`src/rtl/fpmul_pkg.sv`:
```
// Shared types and constants for the FPmul result buffer.
package fpmul_pkg;

  localparam int unsigned FP_W    = 32;
  localparam int unsigned FLAGS_W = 4;

  typedef enum logic [1:0] {
    EMPTY  = 2'd0,
    FILL   = 2'd1,
    STREAM = 2'd2,
    STALL  = 2'd3
  } fpmul_buf_state_t;

  typedef struct packed {
    logic nan;
    logic inf;
    logic zero;
    logic denorm;
  } fpmul_flags_t;

  // IEEE-754 single-precision class of a result word.
  function automatic fpmul_flags_t fp_classify(input logic [FP_W-1:0] z);
    fpmul_flags_t f;
    logic exp_ones;
    logic exp_zero;
    logic man_zero;
    exp_ones = &z[30:23];
    exp_zero = ~|z[30:23];
    man_zero = ~|z[22:0];
    f.nan    = exp_ones & ~man_zero;
    f.inf    = exp_ones & man_zero;
    f.zero   = exp_zero & man_zero;
    f.denorm = exp_zero & ~man_zero;
    return f;
  endfunction

endpackage

```
`src/rtl/fpmul_sync_fifo.sv`:
```
// Synchronous first-word-fall-through FIFO with occupancy count.
module fpmul_sync_fifo #(
  parameter int unsigned WIDTH = 32,
  parameter int unsigned DEPTH = 4
) (
  input  logic                         clk,
  input  logic                         rst,
  input  logic                         wr_en_i,
  input  logic [WIDTH-1:0]             wr_data_i,
  input  logic                         rd_en_i,
  output logic [WIDTH-1:0]             rd_data_o,
  output logic [$clog2(DEPTH+1)-1:0]   count_o
);

  localparam int unsigned PTR_W = $clog2(DEPTH);
  localparam int unsigned CNT_W = $clog2(DEPTH+1);

  logic [WIDTH-1:0] mem_q [DEPTH];
  logic [PTR_W-1:0] wr_ptr_q, wr_ptr_d;
  logic [PTR_W-1:0] rd_ptr_q, rd_ptr_d;
  logic [CNT_W-1:0] count_q, count_d;
  logic             do_rd;

  // A read on an empty FIFO is dropped; pointers wrap naturally at power-of-2 depth.
  always_comb begin
    do_rd    = rd_en_i && (count_q != '0);
    wr_ptr_d = wr_ptr_q;
    rd_ptr_d = rd_ptr_q;
    count_d  = count_q;
    if (wr_en_i) wr_ptr_d = wr_ptr_q + PTR_W'(1);
    if (do_rd)   rd_ptr_d = rd_ptr_q + PTR_W'(1);
    if (wr_en_i && !do_rd)      count_d = count_q + CNT_W'(1);
    else if (!wr_en_i && do_rd) count_d = count_q - CNT_W'(1);
  end

  always_ff @(posedge clk) begin
    if (rst) begin
      wr_ptr_q <= '0;
      rd_ptr_q <= '0;
      count_q  <= '0;
    end else begin
      wr_ptr_q <= wr_ptr_d;
      rd_ptr_q <= rd_ptr_d;
      count_q  <= count_d;
    end
  end

  // Storage is intentionally left out of reset.
  always_ff @(posedge clk) begin
    if (wr_en_i) mem_q[wr_ptr_q] <= wr_data_i;
  end

  assign rd_data_o = mem_q[rd_ptr_q];
  assign count_o   = count_q;

  a_no_overflow: assert property (@(posedge clk) disable iff (rst)
    !(wr_en_i && (count_q == CNT_W'(DEPTH))))
    else $error("fpmul_sync_fifo: write while full");

endmodule

```
`src/rtl/fpmul_out_buffer.sv`:
```
// Credit-based result buffer behind a fixed-latency FPmul pipeline.
// Optional per-entry class flags on out_flags when FPMUL_OUT_FLAGS_EN is defined.
module fpmul_out_buffer import fpmul_pkg::*; #(
  parameter int unsigned LATENCY = 4,
  parameter int unsigned DEPTH   = 4
) (
  input  logic                clk,
  input  logic                rst,
  input  logic                in_valid,
  output logic                in_ready,
  input  logic [FP_W-1:0]     mul_z,
  output logic [FP_W-1:0]     out_data,
  output logic                out_valid,
  input  logic                out_ready,
  output fpmul_buf_state_t    state
`ifdef FPMUL_OUT_FLAGS_EN
  ,
  output logic [FLAGS_W-1:0]  out_flags
`endif
);

  localparam int unsigned CRD_W = $clog2(DEPTH+1);
`ifdef FPMUL_OUT_FLAGS_EN
  localparam int unsigned ENT_W = FP_W + FLAGS_W;
`else
  localparam int unsigned ENT_W = FP_W;
`endif

  logic [LATENCY-1:0] vld_q, vld_d;
  logic [CRD_W-1:0]   crd_q, crd_d;
  logic [CRD_W-1:0]   fifo_cnt;
  logic [ENT_W-1:0]   wr_entry, rd_entry;
  logic               issue, pop, wr_en;

  assign in_ready  = (crd_q != '0);
  assign out_valid = (fifo_cnt != '0);
  assign issue     = in_valid && in_ready;
  assign pop       = out_valid && out_ready;
  assign wr_en     = vld_q[LATENCY-1];

  // In-flight tracker mirrors the FPmul pipeline; it never stalls.
  if (LATENCY == 1) begin : g_lat1
    assign vld_d = issue;
  end else begin : g_latn
    assign vld_d = {vld_q[LATENCY-2:0], issue};
  end

  always_comb begin
    crd_d = crd_q;
    if (issue && !pop)      crd_d = crd_q - CRD_W'(1);
    else if (pop && !issue) crd_d = crd_q + CRD_W'(1);
  end

  always_ff @(posedge clk) begin
    if (rst) begin
      vld_q <= '0;
      crd_q <= CRD_W'(DEPTH);
    end else begin
      vld_q <= vld_d;
      crd_q <= crd_d;
    end
  end

  always_comb begin
    state = FILL;
    if (crd_q == CRD_W'(DEPTH)) state = EMPTY;
    else if (crd_q == '0)       state = STALL;
    else if (fifo_cnt != '0)    state = STREAM;
  end

`ifdef FPMUL_OUT_FLAGS_EN
  assign wr_entry  = {fp_classify(mul_z), mul_z};
  assign out_flags = out_valid ? rd_entry[ENT_W-1:FP_W] : '0;
`else
  assign wr_entry  = mul_z;
`endif
  assign out_data  = rd_entry[FP_W-1:0];

  fpmul_sync_fifo #(
    .WIDTH (ENT_W),
    .DEPTH (DEPTH)
  ) u_fifo (
    .clk       (clk),
    .rst       (rst),
    .wr_en_i   (wr_en),
    .wr_data_i (wr_entry),
    .rd_en_i   (pop),
    .rd_data_o (rd_entry),
    .count_o   (fifo_cnt)
  );

endmodule

```
`config.mk`:
```
export PLATFORM = sky130hd
export DESIGN_NAME = fpmul_out_buffer
export DESIGN_NICKNAME = d
export VERILOG_FILES = /design/src/rtl/fpmul_pkg.sv /design/src/rtl/fpmul_sync_fifo.sv /design/src/rtl/fpmul_out_buffer.sv
export SDC_FILE = /design/constraint.sdc
export NUM_CORES = 1
export LEC_CHECK = 0
export ABC_AREA = 1
export BUFFER_PORTS_ARGS = -buffer_cell sky130_fd_sc_hd__buf_4
export CORE_UTILIZATION = 50
export DETAILED_ROUTE_END_ITERATION = 8
export GPL_TIMING_DRIVEN = 0
export PLACE_DENSITY = 0.73
export SLEW_MARGIN = 20
export SYNTH_ARGS = -nofsm -noshare
export SYNTH_HDL_FRONTEND = slang
export SYNTH_SLANG_ARGS = --single-unit
```
`constraint.sdc`:
```
create_clock -name clk -period 2.1 [get_ports clk]
set_clock_uncertainty 0.05 [all_clocks]
set_input_delay 0.105 -clock clk [delete_from_list [all_inputs] [get_ports clk]]
set_output_delay 0.105 -clock clk [all_outputs]
set_load 0.005 [all_outputs]
```
==> impl_metrics.tcl <==
set metrics [dict create \
    status "finished, final reports clean" \
    synth_cell_type_count 21 \
    holdPathStages 2 \
    syn-cell-area_um2 5550 \
    syn_avg_cell_area_um2 13.4 \
    ys.warnings.count 0 \
    io_pins 72 \
    reg2reg_depth 12 \
    dieHeight_um 107 \
    irDropWorstVdd_mv 0.610 \
    hp-start "mul_z[7]" \
    htree_num_levels 4 \
    cts_root_buf "clkbuf_8" \
    cpPeakStageDelay_ns 0.43 \
    cts_buffers 17 \
    synth-seq-cells 144 \
    cp-start-kind "flop" \
    syn_to_final_growth_pct 31.1 \
    cts_sinks 144 \
    antenna_found_initial 0 \
    rsz0062_at_grt "no" \
    layout-drive-gt1-share 0.238 \
    grt_pass1_vias 3687 \
    vias 3666 \
    overflow 0 \
    initial_core_util 0.512 \
    fp-row-count 38 \
    whs_ns 0.282 \
    drtIter0Drc 180 \
    setup-violations-final 0 \
    p_total_mw 8.03 \
    drt_first_pass_iters 4 \
    grt_max_degree 33 \
    rr_startpoint "u_fifo.count_o[1]" \
    post_cts_buffers 0 \
    avgRoutedWirePerCell_um 16.6 \
    power_density_nw_per_um2 1100 \
    arrival_ns 1.76 \
    leakage_nw 2.70 \
    max-cap-violations 0 \
    cp_cell_sequence "buf_2, o21ai_0, o22ai_1, buf_4" \
    insertion_delay_ns 0.51 \
    dp_slack_ns 0.240 \
    critPathSlowestCell "dfxtp_1" \
    finalHoldViolations 0 \
    path_max_fanout 10 \
    setup_slack_ns 0.182 \
    slew_violations 0 \
    place_hpwl_mm 6.91 \
    postRouteAntennaNets 0 \
    clkSlewWorstSetupHoldPaths_ns 0.06 \
    drt_wl_total_mm 11.5 \
    clockBufferDepth 2 \
    syn-instance-count 414 \
    rr_endpoint "crd_q[2]" \
    die_area_um2 11500 \
    layout.nets 586 \
    place.gp.congestion 0.711 \
    critPathTopFamily "buffers and inverters" \
    core-area_um2 10800 \
    crit_buf_inv 2 \
    synth_fp_nets 458 \
    holdCritPathClass "input port to flop" \
    die_x_um 107 \
    end_kind "output pin" \
    cts_tree "done" \
    tightest_slew_ns 0.786 \
    ff2ff_setup_slack_ns 0.24 \
    fmax_mhz 521 \
    critical_path_class "flop to output pin" \
    port_buffers 70 \
    route.detailed.drc 0 \
    viasPerCell 5.28 \
    yosysSeqAreaShare 0.750 \
    worstPathRequired_ns 1.95 \
    num_antenna_cells 0 \
    fill_cells 783 \
    whs_endpoint "u_fifo.mem_q[0][7]" \
    period_share 0.914 \
    post-route-util 0.671 \
    grt_util_all_layers 0.213 \
    relSlewSlack 0.475 \
    min_period_ns 1.92 \
    grt_pass1_wl_mm 17.9 \
]
-- cells by family (layout without fill, tap and decap cells) --
group	count (synthesis)	in the layout	share of synthesized area
compound gates	110	110	0.106
simple gates	105	105	0.0737
flops	144	144	0.750
buf+inv	47	187	0.0489
fa+ha+maj	8	8	0.0207
-- area by class of cell --
| cell class | count | area [um2] | area share |
|---|---|---|---|
| Sequential cell | 144 | 4160 | 0.572 |
| Multi-Input combinational cell | 223 | 1110 | 0.153 |
| Timing Repair Buffer | 109 | 968 | 0.133 |
| Clock buffer | 18 | 418 | 0.0574 |
| Tap cell | 140 | 175 | 0.0241 |
| Clock inverter | 13 | 165 | 0.0227 |
| Buffer | 20 | 164 | 0.0225 |
| Inverter | 27 | 109 | 0.0150 |
-- timing repair --
| action | in CTS | in global routing |
|---|---|---|
| resized for setup | 0 | 2 |
| hold buffers | 36 | 0 |
| endpoints found under the hold margin | 137 | 0 |
| setup endpoints to repair | 0 | 1 |
-- how the worst max path moves through the flow --
stage / start / endpoint / slack (ns) / cells past startpoint
3_5_place_dp: u_fifo.count_o[1] / crd_q[2] / 0.24 / 12
6_report: flop / out_data[11] / 0.18 / 4
5_1_grt: flop / out_data[11] / 0.04 / 4
2_1_floorplan: u_fifo.count_o[1] / crd_q[2] / 0.43 / 12
4_1_cts: flop / out_data[11] / 0.02 / 4
3_3_place_gp: u_fifo.wr_ptr_q[0] / u_fifo.mem_q[0][14] / -0.1 / 4
-- report_power, final --
group	switching [mW]	internal, mW
clock network	1.11	1.80
registers	0.0513	3.20
logic	1.00	0.861
total	2.17	5.87
-- through the flow --
step           area (um2)  cells  setup TNS [ns]
5_1_grt              7280    694               0
4_1_cts              7280    694               0
6_report             7280    694               0
3_5_place_dp         6330    627               0
3_3_place_gp         6250    624           -4.91
2_1_floorplan        5550    414               0
-- per-layer routing --
metal,GRT usage,part of all wire
met5,0,0
met2,0.375,0.51
met4,0.0675,0.011
met3,0.0593,0.051
met1,0.252,0.42
-- cells in the final DEF (no fill, tap or decap), types with 6 or more instances in the layout --
cell type / n
dlygate4sd3_1: 36
buf_2: 7
clkbuf_16: 16
a21oi_1: 8
o21ai_1: 28
dfxtp_1: 16
nor2_1: 75
ha_1: 6
o22ai_1: 32
buf_4: 73
edfxtp_1: 128
inv_1: 21
buf_6: 9
nand2_1: 21
o21ai_0: 42
-- synth_stat cells, drive strengths merged --
master | count | area [um2]
inv | 27 | 109
nand2 | 23 | 91.3
ha | 6 | 75.1
edfxtp | 128 | 3840
nor3 | 1 | 5.00
a21oi | 8 | 40.0
nor2 | 76 | 288
dfxtp | 16 | 320
o21ai | 70 | 350
fa | 2 | 40.0
clkbuf | 1 | 3.75
buf | 19 | 159
nand3 | 5 | 25.0
o22ai | 32 | 200
-- sequential cells by signal (all words and copies together), names as in the netlist, named ones only --
| name | flops |
|---|---|
| vld_q | 4 |
| u_fifo.rd_ptr_q | 2 |
| u_fifo.count_o | 3 |
| u_fifo.mem_q | 128 |
| crd_q | 3 |
| u_fifo.wr_ptr_q | 2 |
(Power assumes the default switching activity.)
